## config.mk

```make
export PLATFORM = sky130hd
export DESIGN_NAME = mc_ctrl_hs
export DESIGN_NICKNAME = d
export VERILOG_FILES = /design/src/rtl/mc_ctrl_hs.sv
export SDC_FILE = /design/constraint.sdc
export NUM_CORES = 1
export LEC_CHECK = 0
export CAP_MARGIN = 20
export CORE_MARGIN = 2
export CORE_UTILIZATION = 23
export DETAILED_ROUTE_END_ITERATION = 7
export HOLD_SLACK_MARGIN = 0.06
export PLACE_DENSITY = 0.45
export SYNTH_ARGS = -nofsm -noshare
export SYNTH_HDL_FRONTEND = slang
export SYNTH_SLANG_ARGS = --single-unit
```

## constraint.sdc

```tcl
create_clock -name clk -period 1.9 [get_ports clk]
set_clock_uncertainty 0.05 [all_clocks]
set_input_delay 0.38 -clock clk [delete_from_list [all_inputs] [get_ports clk]]
set_output_delay 0.38 -clock clk [all_outputs]
set_load 0.01 [all_outputs]
```

## src/rtl/mc_ctrl_hs.sv

```systemverilog
// Multi-cycle MIPS control FSM with variable-latency memory handshake,
// bne/ori decode, an illegal-instruction exception state and a retire counter.
module mc_ctrl_hs #(
   parameter int ALUOP_W       = 4,
   parameter int CNT_W         = 32,
   parameter bit MEM_HANDSHAKE = 1'b1,
   parameter bit EXC_ENABLE    = 1'b1
) (
   input  logic               clk,
   input  logic               reset,
   input  logic [5:0]         OpCode,
   input  logic [5:0]         Funct,
   input  logic               mem_ready,
   output logic               PCWrite,
   output logic               PCWriteCond,
   output logic               BranchNE,
   output logic               IorD,
   output logic               MemRead,
   output logic               MemWrite,
   output logic               IRWrite,
   output logic [1:0]         MemtoReg,
   output logic [1:0]         RegDst,
   output logic               RegWrite,
   output logic               ExtOp,
   output logic               LuiOp,
   output logic [1:0]         ALUSrcA,
   output logic [1:0]         ALUSrcB,
   output logic [ALUOP_W-1:0] ALUOp,
   output logic [1:0]         PCSource,
   output logic [2:0]         state_o,
   output logic               exc,
   output logic               instr_retired,
   output logic [CNT_W-1:0]   retired_cnt
);

   typedef enum logic [2:0] {
      S_IF  = 3'd0,
      S_ID  = 3'd1,
      S_EX  = 3'd2,
      S_MEM = 3'd3,
      S_WB  = 3'd4,
      S_EXC = 3'd5
   } state_t;

   localparam logic [5:0] OP_R    = 6'h00, OP_J    = 6'h02, OP_JAL  = 6'h03;
   localparam logic [5:0] OP_BEQ  = 6'h04, OP_BNE  = 6'h05, OP_ADDI = 6'h08;
   localparam logic [5:0] OP_ADDIU= 6'h09, OP_SLTI = 6'h0a, OP_SLTIU= 6'h0b;
   localparam logic [5:0] OP_ANDI = 6'h0c, OP_ORI  = 6'h0d, OP_LUI  = 6'h0f;
   localparam logic [5:0] OP_LW   = 6'h23, OP_SW   = 6'h2b;

   state_t     state, nxt;
   logic       rdy, retire, is_r, legal, legal_r, legal_i, is_shift, is_jr, is_jalr;
   logic [3:0] alu;

   assign rdy      = MEM_HANDSHAKE ? mem_ready : 1'b1;
   assign is_r     = (OpCode == OP_R);
   assign is_shift = (Funct == 6'h00) || (Funct == 6'h02) || (Funct == 6'h03);
   assign is_jr    = (Funct == 6'h08);
   assign is_jalr  = (Funct == 6'h09);
   assign legal    = is_r ? legal_r : legal_i;

   always_comb begin
      legal_r = 1'b0;
      case (Funct)
         6'h00, 6'h02, 6'h03, 6'h08, 6'h09, 6'h20, 6'h21, 6'h22,
         6'h23, 6'h24, 6'h25, 6'h26, 6'h27, 6'h2a, 6'h2b: legal_r = 1'b1;
         default: legal_r = 1'b0;
      endcase
   end

   always_comb begin
      legal_i = 1'b0;
      case (OpCode)
         OP_J, OP_JAL, OP_BEQ, OP_BNE, OP_ADDI, OP_ADDIU, OP_SLTI, OP_SLTIU,
         OP_ANDI, OP_ORI, OP_LUI, OP_LW, OP_SW: legal_i = 1'b1;
         default: legal_i = 1'b0;
      endcase
   end

   always_ff @(posedge clk or posedge reset) begin
      if (reset) begin
         state       <= S_IF;
         retired_cnt <= '0;
      end else begin
         state <= nxt;
         if (retire) retired_cnt <= retired_cnt + 1'b1;
      end
   end

   always_comb begin
      PCWrite     = 1'b0;
      PCWriteCond = 1'b0;
      BranchNE    = 1'b0;
      IorD        = 1'b0;
      MemRead     = 1'b0;
      MemWrite    = 1'b0;
      IRWrite     = 1'b0;
      MemtoReg    = 2'b00;
      RegDst      = 2'b00;
      RegWrite    = 1'b0;
      ExtOp       = 1'b0;
      LuiOp       = 1'b0;
      ALUSrcA     = 2'b00;
      ALUSrcB     = 2'b00;
      alu         = 4'b0000;
      PCSource    = 2'b00;
      exc         = 1'b0;
      retire      = 1'b0;
      nxt         = S_IF;
      // Outputs stay at their zero defaults while reset is held.
      if (!reset) begin
         case (state)
            S_IF: begin
               MemRead = 1'b1;
               ALUSrcB = 2'b01;
               IRWrite = rdy;
               PCWrite = rdy;
               nxt     = rdy ? S_ID : S_IF;
            end
            S_ID: begin
               ALUSrcB = 2'b11;
               ExtOp   = 1'b1;
               if (legal)           nxt = S_EX;
               else if (EXC_ENABLE) nxt = S_EXC;
               else                 retire = 1'b1;
            end
            S_EX: begin
               if (is_r) begin
                  ALUSrcA = is_shift ? 2'b10 : 2'b01;
                  alu     = 4'b0011;
                  nxt     = S_WB;
                  if (is_jr || is_jalr) begin
                     PCWrite = 1'b1;
                     retire  = 1'b1;
                     nxt     = S_IF;
                  end
                  if (is_jalr) begin
                     RegWrite = 1'b1;
                     RegDst   = 2'b01;
                     MemtoReg = 2'b10;
                  end
               end else begin
                  case (OpCode)
                     OP_ADDI, OP_ADDIU, OP_SLTI, OP_SLTIU, OP_ANDI, OP_ORI, OP_LUI: begin
                        ALUSrcA = 2'b01;
                        ALUSrcB = 2'b10;
                        ExtOp   = !(OpCode == OP_ANDI || OpCode == OP_ORI);
                        LuiOp   = (OpCode == OP_LUI);
                        case (OpCode)
                           OP_ADDI:  alu = 4'b0100;
                           OP_SLTI:  alu = 4'b0101;
                           OP_SLTIU: alu = 4'b0001;
                           OP_ANDI:  alu = 4'b0010;
                           OP_ORI:   alu = 4'b0110;
                           default:  alu = 4'b0000;
                        endcase
                        nxt = S_WB;
                     end
                     OP_LW, OP_SW: begin
                        ALUSrcA = 2'b01;
                        ALUSrcB = 2'b10;
                        ExtOp   = 1'b1;
                        alu     = 4'b0100;
                        nxt     = S_MEM;
                     end
                     OP_BEQ, OP_BNE: begin
                        ALUSrcA     = 2'b01;
                        alu         = 4'b0111;
                        PCWriteCond = 1'b1;
                        PCSource    = 2'b01;
                        BranchNE    = (OpCode == OP_BNE);
                        retire      = 1'b1;
                     end
                     OP_J, OP_JAL: begin
                        PCWrite  = 1'b1;
                        PCSource = 2'b10;
                        retire   = 1'b1;
                        if (OpCode == OP_JAL) begin
                           RegWrite = 1'b1;
                           RegDst   = 2'b10;
                           MemtoReg = 2'b10;
                        end
                     end
                     default: nxt = S_IF;
                  endcase
               end
            end
            S_MEM: begin
               IorD     = 1'b1;
               MemWrite = (OpCode == OP_SW);
               MemRead  = (OpCode == OP_LW);
               if (!rdy)                     nxt = S_MEM;
               else if (OpCode == OP_SW)     retire = 1'b1;
               else                          nxt = S_WB;
            end
            S_WB: begin
               RegWrite = 1'b1;
               if (is_r) begin
                  RegDst   = 2'b01;
                  MemtoReg = 2'b01;
               end else if (OpCode != OP_LW) begin
                  MemtoReg = 2'b01;
               end
               retire = 1'b1;
            end
            S_EXC: begin
               PCWrite  = 1'b1;
               PCSource = 2'b11;
               exc      = 1'b1;
            end
            default: nxt = S_IF;
         endcase
      end
   end

   assign ALUOp         = ALUOP_W'(alu);
   assign instr_retired = retire;
   assign state_o       = reset ? 3'd0 : state;

endmodule

```

==> out/qor.csv <==
metric,value,unit
syn nets,297,
reg2reg path depth,8,
initial antenna violation count,0,
DRT iter0 DRCs,77,
critical path launch point type,register,
Synth Instances,281,
most instantiated cells after synthesis,"35 x dfrtp_1, 34 x nand2_1, 24 x nor2_1",
largest net degree at the start of global routing,27,
die width,105,um
top-count cell post-synth,dfrtp_1,
f_max,0.468,GHz
Int Power,1.55,mW
drt first pass iters,4,
status,"complete, but fails checks",
Yosys warning total,0,
peak supply drop,0.000245,V
synthesis-to-layout area growth,102,%
"Hold Vio Cnt, Final",0,
die area,0.0111,mm2
Slew @ Worst Pin,0.705,ns
Inserted Clock Buffers,5,
final setup vio count,52,
I/O Pins,76,
PortBufs,74,
die height,105,um
n_diodes,0,
root buf cell,clkbuf_8,
clock power share,32.1,%
register area share after synthesis,37.0,%
Util after Layout,47.1,%
CTS tree,yes,
TNS Setup,-7.01,ns
post-synthesis cell area,0.00237,mm2
"Avg Cell Area, Syn",8.42,um2
CP required,1.47,ns
crit path DAT,1.71,ns
antenna-violating nets left,0,
Total GRT Usage,15.2,%
largest cells by area after synthesis,"dfrtp_1 37%, xor2_1 8.5%, nand2_1 5.4%, nor2_1 3.8%, a21oi_1 3.4%",
Rel. slew slack,52.9,%
failing checks,negative setup slack,
Post-Route WL,8330,um
standard-cell rows,37,
# H-tree levels,2,
Post-synth ARST share,100,%
Yosys top cell area share,37.0,%
design area,0.00477,mm2
Worst Path Max Fanout,3,
combinational power share,30.7,%
Post-synth top flop,dfrtp_1,
sequential group share of total power,37.2,%
Switching Fraction,28.1,%
worst hold path class,register to register,
FILL cells,965,
Power Dens Cells,452,mW/mm2
number of global-route vias before repair,2730,
Final Slew Violations,0,
remaining global-route overflow,0,
CTS Buffer Depth,2,
Yosys top cell by area,dfrtp_1,
Design Power,2.16,mW
Tcrit/Tclk final,112,%
post-detail-place hpwl,6080,um
nets@finish,469,
first-pass GRT wire length,13800,um
Setup CP Type,register to primary output,
vias,2692,
synth unique cells,50,
leakage power,2.34,nW
wire per inst,14.1,um
placed cell areas,0.00384,mm2
hold path depth,1,
hold buffer count at cts,0,
Crit. End Element,primary output,
"Reg clk slew, reported paths",0.08,ns
layout cell share with drive strength beyond 1,52.9,%
Initial Util,23.3,%
detailed-route vias per instance,4.56,
"EDFF count, synth",0,
RSZ-0062 raised after global routing,yes,
Register Area,877,um2
CORE AREA,0.0101,mm2
Clock Latency Late Sink,0.29,ns
Psw,0.606,mW
total clock sinks,35,
"Worst Setup Slack, final",-0.237,ns
Max-Cap Viols,0,
area of the multi-input gates,0.00198,mm2
GPL Wtd Cong,0.841,
Yosys reg bits,35,
DR DRC count,0,
minimum clock period,2.14,ns
## state kept, by name, indices dropped and copies added, names as in the netlist
register     count
state            3
retired_cnt     32
## cells in the final DEF (no fill, tap or decap), types with 7 or more instances in the layout
cell type | Yosys | routed
xor2_1 | 23 | 23
nor4_4 | 0 | 7
nand3_1 | 14 | 7
nand2_1 | 34 | 23
a21oi_1 | 16 | 10
nor2_4 | 0 | 8
dfrtp_1 | 35 | 34
nor3_2 | 0 | 9
nand4_1 | 8 | 8
nor2_1 | 24 | 11
xnor2_1 | 8 | 7
buf_4 | 2 | 79
buf_2 | 3 | 17
clkdlybuf4s50_1 | 0 | 33
buf_6 | 2 | 36
## logic make-up after synthesis
kind of cell | synth area share, %
adder cells (fa/ha/maj) | 0.528
XOR/XNOR | 11.5
AO/OA/AOI/OAI | 10.9
other | 0.158
buffers and inverters | 5.07
AND/OR/NAND/NOR | 34.9
flip-flops | 37.0
## layout make-up
class,instances,area share [%]
clock buffer,6,1.73
inverter,9,0.865
sequential,35,18.4
multi-input combinational,221,41.5
clock inverter,2,0.734
tap,136,3.57
timing repair buffer,181,33.3
## stage by stage
| step | hold slack (ns) | std cells | setup WS, ns |
|---|---|---|---|
| final | 0.427 | 590 | -0.237 |
| after global routing | 0.467 | 590 | -0.361 |
| after CTS | 0.422 | 577 | -0.277 |
| after detailed placement | 0.408 | 557 | -1.09 |
| after global placement | 0.409 | 557 | -1.08 |
| after floorplan | 0.454 | 281 | -0.0404 |
## power groups by stage
stage | Sequential, mW | Clock (mW) | Combinational [mW]
5_1_grt | 0.809 | 0.756 | 0.717
3_5_place_dp | 0.816 | 0 | 0.534
2_1_floorplan | 0.851 | 0 | 0.185
6_report | 0.803 | 0.692 | 0.662
4_1_cts | 0.802 | 0.723 | 0.603
3_3_place_gp | 0.815 | 0 | 0.537
## what timing repair did
item / CTS / global route
pin swaps: 22 / 22
endpoints found under the setup margin: 63 / 60
setup buffers: 12 / 14
resized for setup: 257 / 64
## critical path: stages (launching register included)
cell,delay (ns)
dfrtp_1,0.40
buf_6,0.13
nor4b_4,0.33
nand3_2,0.15
buf_6,0.14
o221a_4,0.12
clkinv_4,0.06
buf_6,0.09
## per-layer routing
metal	up-vias	global-route usage (%)	part of all wire [%]
li1	1336	-	-
met1	1282	20.2	46
met2	66	25.4	49
met3	8	2.66	4.1
met4	0	3.52	1.1
met5	-	0	0
## worst paths after layout
path                            slack [ns]             from              end
worst max-delay path                 -0.24         state[0]    instr_retired
min in group asynchronous             0.51            reset         state[0]
worst min-delay path                  0.43  retired_cnt[31]  retired_cnt[31]
worst min register to register        0.43  retired_cnt[31]  retired_cnt[31]
worst max register to register       -0.21         state[0]  retired_cnt[28]
max in group asynchronous             0.94            reset         state[2]
No activity file was read; power rests on OpenSTA's default activity.
